`config.mk`:
```
export PLATFORM = sky130hd
export DESIGN_NAME = sdram_frame_reader
export DESIGN_NICKNAME = d
export VERILOG_FILES = /design/src/rtl/sdram_frame_reader.sv
export SDC_FILE = /design/constraint.sdc
export NUM_CORES = 1
export LEC_CHECK = 0
export ABC_CLOCK_PERIOD_IN_PS = 3480
export CORE_ASPECT_RATIO = 0.75
export CORE_UTILIZATION = 50
export DETAILED_ROUTE_END_ITERATION = 8
export PLACE_DENSITY = 0.69
export SLEW_MARGIN = 20
export SYNTH_ARGS = -nofsm -noshare
export SYNTH_HDL_FRONTEND = slang
export SYNTH_SLANG_ARGS = --single-unit
export TNS_END_PERCENT = 100
```
`constraint.sdc`:
```
create_clock -name clk_clk -period 3.48 [get_ports clk_clk]
set_input_delay 0.696 -clock clk_clk [delete_from_list [all_inputs] [get_ports clk_clk]]
set_output_delay 0.696 -clock clk_clk [all_outputs]
set_load 0.05 [all_outputs]
```
`src/rtl/sdram_frame_reader.sv`:
```
// sdram_frame_reader: Avalon-MM pipelined read master that streams one frame
// of 16-bit pixels from SDRAM into a show-ahead FIFO with valid/ready output.
// A credit counter sized to the FIFO throttles requests so returning read data
// always has a free FIFO slot.
module sdram_frame_reader #(
    parameter logic [24:0] BASE_ADDR   = 25'd0,
    parameter int unsigned FRAME_WORDS = 307200,
    parameter int unsigned FIFO_DEPTH  = 16
) (
    input  logic        clk_clk,
    input  logic        reset_reset,
    input  logic        start,
    output logic        busy,
    output logic        done,
    output logic [24:0] sdram_address,
    output logic [1:0]  sdram_byteenable_n,
    output logic        sdram_chipselect,
    output logic [15:0] sdram_writedata,
    output logic        sdram_read_n,
    output logic        sdram_write_n,
    input  logic [15:0] sdram_readdata,
    input  logic        sdram_readdatavalid,
    input  logic        sdram_waitrequest,
    output logic [15:0] pix_data,
    output logic        pix_valid,
    input  logic        pix_ready
);
    localparam int AW = $clog2(FIFO_DEPTH);
    localparam int CW = AW + 1;
    localparam logic [CW-1:0] DEPTH_C = CW'(FIFO_DEPTH);
    localparam logic [25:0]   FRAME_C = 26'(FRAME_WORDS);

    localparam logic [1:0] IDLE  = 2'd0;
    localparam logic [1:0] ISSUE = 2'd1;
    localparam logic [1:0] DRAIN = 2'd2;

    logic [1:0]    state;
    logic [24:0]   addr;          // address of the current / next request
    logic [25:0]   remaining;     // requests not yet accepted in this frame
    logic          read_n;
    logic [CW-1:0] credits_used;  // requests asserted but not yet popped
    logic [CW-1:0] pending;       // requests accepted but data not yet returned
    logic [CW-1:0] wr_ptr;
    logic [CW-1:0] rd_ptr;
    logic [15:0]   mem [FIFO_DEPTH];

    logic start_ok;
    logic accepted;
    logic have_credit;
    logic last_accept;
    logic assert_req;
    logic push;
    logic pop;
    logic fifo_empty;

    // Request/credit decisions for this cycle.
    // NOTE: every signal gets a default at the top of always_comb so no path leaves it unassigned (no latch).
    always_comb begin
        start_ok    = start & (state == IDLE) & ~done;
        accepted    = ~read_n & ~sdram_waitrequest;
        have_credit = credits_used < DEPTH_C;
        last_accept = (state == ISSUE) & accepted & (remaining == 26'd1);
        assert_req  = 1'b0;
        if (start_ok) begin
            assert_req = have_credit;
        end else if (state == ISSUE) begin
            if (accepted)
                assert_req = have_credit & (remaining > 26'd1);
            else if (read_n)
                assert_req = have_credit;
        end
        push       = sdram_readdatavalid & (pending != '0);
        fifo_empty = (wr_ptr == rd_ptr);
        pop        = pix_ready & ~fifo_empty;
    end

    // Frame FSM, request address/count and the Avalon read strobe.
    // NOTE: sequential state uses non-blocking assignments so all registers update from pre-edge values.
    always_ff @(posedge clk_clk or posedge reset_reset) begin
        if (reset_reset) begin
            state     <= IDLE;
            addr      <= '0;
            remaining <= '0;
            read_n    <= 1'b1;
            done      <= 1'b0;
        end else begin
            done <= 1'b0;
            case (state)
                IDLE: begin
                    if (start_ok) begin
                        state     <= ISSUE;
                        addr      <= BASE_ADDR;
                        remaining <= FRAME_C;
                    end
                end
                ISSUE: begin
                    if (accepted) begin
                        addr      <= addr + 25'd1;
                        remaining <= remaining - 26'd1;
                    end
                    if (last_accept)
                        state <= DRAIN;
                end
                DRAIN: begin
                    if (push && pending == CW'(1)) begin
                        state <= IDLE;
                        done  <= 1'b1;
                    end
                end
                default: state <= IDLE;
            endcase
            // A stalled request holds; otherwise read_n reflects the new-request decision.
            read_n <= ~((~read_n & ~accepted) | assert_req);
        end
    end

    // Credit and outstanding-read counters plus FIFO pointers.
    always_ff @(posedge clk_clk or posedge reset_reset) begin
        if (reset_reset) begin
            credits_used <= '0;
            pending      <= '0;
            wr_ptr       <= '0;
            rd_ptr       <= '0;
        end else begin
            credits_used <= credits_used + CW'(assert_req) - CW'(pop);
            pending      <= pending + CW'(accepted) - CW'(push);
            if (push)
                wr_ptr <= wr_ptr + CW'(1);
            if (pop)
                rd_ptr <= rd_ptr + CW'(1);
        end
    end

    // FIFO storage write port.
    // NOTE: the data array has no reset; pointers alone define validity, and pix_data is forced to 0 when empty.
    always_ff @(posedge clk_clk) begin
        if (push)
            mem[wr_ptr[AW-1:0]] <= sdram_readdata;
    end

    assign pix_valid          = ~fifo_empty;
    assign pix_data           = fifo_empty ? 16'd0 : mem[rd_ptr[AW-1:0]];
    assign busy               = (state != IDLE) | done;
    assign sdram_address      = addr;
    assign sdram_read_n       = read_n;
    assign sdram_chipselect   = ~read_n;
    assign sdram_byteenable_n = 2'b00;
    assign sdram_writedata    = 16'd0;
    assign sdram_write_n      = 1'b1;
endmodule

```
==> results.toml, run 1 <==
[cts]
cts.clk_slew.worst_paths_ns = 0.06
clk_path_buf_depth = 3
clock_latency_ns = 0.57
postCtsSetupRepairBufs = 0
htree_levels = 1
cts_root_buffer = "clkbuf_16"
hold_buffers = 0
cts_sinks = 331
cts_tree = "yes"
numCtsBuffers = 31

[die]
dieWidth_um = 195
rows = 52
die_area_um2 = 28600
core_um2 = 27200
die_h_um = 147
io_pins = 87
start_util_pct = 51.3

[detailed_routing]
routed_wl_um = 29600
wl_per_cell_um = 22.0
vias_per_cell = 5.94
ant_nets = 0
drtPass1Iterations = 5
drcViolationCount = 0
first_iter_violations = 693
vias = 7979

[yosys]
synth_edf_count = 256
synth_cell_types = 58
synth_area_leaders = "edfxtp_1 55%, dfrtp_1 13%, mux4_2 10%"
yosys_most_used_dff = "edfxtp_1"
synth.top_cell.area_share_pct = 55.1
synth_area_leader_cell = "edfxtp_1"
synth-async-reset-ratio_pct = 22.7
syn_area_um2 = 14000
netlist_instances = 867
synth.most_common_cell = "edfxtp_1"
ys_warn_count = 0
ys_seq_area_share_pct = 68.6
syn_avg_cell_area_um2 = 16.1
synth_common_cells = "256 x edfxtp_1, 74 x dfrtp_1, 64 x mux4_2"
synth_seq_cells = 331

[global_route]
grt_pass1_vias = 7757
grt_pass1_wl_um = 46100
grt_max_degree = 48
grt_antenna_before_repair = 0
grtUsageTotal_pct = 21.0
gr-total-overflow = 0

[worst_setup_path]
cp_num_buf_inv = 2
crit_fanout = 18
required_ns = 2.78
crit_chain = "xor2_1 -> nor2_1 -> and2_1 -> buf_4 -> nor3_1 -> buf_12"
startpoint_type = "flop"
slowest_stage = "dfrtp_2"
slowest_delay_ns = 0.69
setup.worst_path.end_class = "output pin"
cp_top_family = "simple AND/OR/NAND/NOR gates"
path_class = "reg -> out"
critPathArrivalTime_ns = 2.68

[sta]
hold_viol = 0
fmax_mhz = 297
worst_pin_slew_ns = 0.626
min_period_ns = 3.37
timing.setup.tns_ns = 0
setup_violations = 0
finalClockSkew_ns = 0.0169
post-route-period-util_pct = 96.9
layout_setup_ws_ns = 0.107
rsz0062_at_grt = "false"
slew_headroom_pct = 58.2
drv_slew = 0

[final_layout]
antenna_cells = 0
fin_nets = 1011
layout-area-overhead-vs-synth_pct = 17.2
fin_cells = 1343
fillers = 2010
final_layout_size_suffix_gt1_share_pct = 20.3

[min_path]
hp-class = "reg -> reg"

[power_and_ir_drop]
ir_worst_vdd_v = 0.000671
power.density_nw_per_um2 = 871
leakagePower_nw = 5.77

[placed_design]
io_buffer_count = 67
place.gp.congestion = 0.767
post-place-ws_ns = 0.225
dp_hpwl_um = 18600
place_inst = 1286

[run_status]
status = "complete, no violations"

[run]
drv_cap = 0
## state kept, by name (all words and copies together), names as in the netlist
name           flops
wr_ptr             5
sdram_read_n       1
credits_used       5
done               1
rd_ptr             5
mem              256
sdram_address     25
state              2
remaining         26
pending            5
## metal layers
metal / up-vias / part of all wire, % / routed length (um) / global-route usage [%]
li1: 3586 / - / - / -
met1: 4087 / 48 / 14200 / 34.2
met2: 275 / 44 / 13000 / 30.1
met3: 31 / 6.5 / 1930 / 3.10
met4: 0 / 1.6 / 472 / 4.02
met5: - / 0 / 0 / 0
## stage by stage
stage	utilization, %	power, mW	cell area [um^2]	hold WS (ns)
floorplan	-	8.79	14000	0.456
global placement	56.7	11.2	15400	0.465
detailed placement	56.7	11.2	15400	0.472
CTS	60.1	14.3	16300	0.486
global route	60.1	14.9	16400	0.496
finish	60.1	14.2	16400	0.482
## kinds of logic after synthesis
kind of cell | count (synthesis) | share of synthesized area (%)
other | 2 | 0.0538
AO/OA/AOI/OAI | 123 | 5.58
AND/OR/NAND/NOR | 200 | 7.94
adder cells (fa/ha/maj) | 21 | 1.99
flip-flops | 331 | 68.6
XOR/XNOR | 33 | 2.07
buffers and inverters | 85 | 2.90
multiplexers | 72 | 10.9
## layout make-up
cell class,count,area (um^2),share of cell area (%)
clock buffer,41,833,5.09
timing repair buffer,111,1220,7.47
multi-input combinational,468,4110,25.1
clock inverter,16,91.3,0.558
inverter,25,95.1,0.581
sequential,331,9570,58.5
tap,351,439,2.68
## power by group
part,internal (mW),total (mW),switching (mW),leakage (nW)
registers,4.82,5.22,0.402,3.27
logic,2.61,5.92,3.31,2.06
clock network,1.68,3.10,1.42,0.444
## cell usage in the layout, fill, tap and decap left out, types with 4 or more instances in the layout
cell             synthesis  final
a21oi_1                 33     33
clkbuf_16                0     31
o22ai_1                 33     33
nor4_1                   6      5
mux4_2                  64     64
nand2_1                 35     35
a21o_1                   4      4
clkdlybuf4s50_1          0     50
conb_1                   2     19
nor2_1                  37     26
clkbuf_1                26      8
clkinv_2                 0      5
xor2_1                  21     21
ha_1                    19     19
and4_1                   6      6
inv_1                   25     24
nor2_2                   0     11
nand3_1                 11     11
nand2b_1                12     12
and2_1                   5      5
o21ai_0                 16     16
buf_12                   0     21
nor3_1                  27     23
nor3_2                   0      4
xnor2_1                 12     12
edfxtp_1               256    256
o211ai_1                 4      4
or3_1                   14     14
o31ai_1                 13     13
nand4_1                 12     12
buf_4                   19     40
clkinv_1                 0      6
o41ai_1                  4      4
dfrtp_1                 74     71
mux2i_1                  7      7
or4_1                   14     14
## worst paths after layout
kind,startpoint,slack [ns],depth (start not counted),end
hold / removal,credits_used[0]$_DFF_PP0_,0.48,1,credits_used[0]$_DFF_PP0_
max in group asynchronous,reset_reset,2.25,3,sdram_read_n$_DFF_PP1_
setup / recovery,rd_ptr[2]$_DFFE_PP0P_,0.11,6,pix_data[14]
hold reg to reg,credits_used[0]$_DFF_PP0_,0.48,1,credits_used[0]$_DFF_PP0_
min in group asynchronous,reset_reset,0.51,2,sdram_address[21]$_DFFE_PP0P_
setup reg to reg,remaining[8]$_DFFE_PP0P_,0.28,11,credits_used[4]$_DFF_PP0_
## timing repair
item | 4_1_cts | 5_1_grt
hold endpoints to repair | 0 | 0
resized for setup | 0 | 2
setup endpoints to repair | 0 | 2
(Power assumes the default switching activity.)
==> run 2: changes to the inputs <==
- SLEW_MARGIN: 20 -> unset
==> results of run 2 <==
Same layout as run 1: the final DEF is identical, and so are final timing and power.
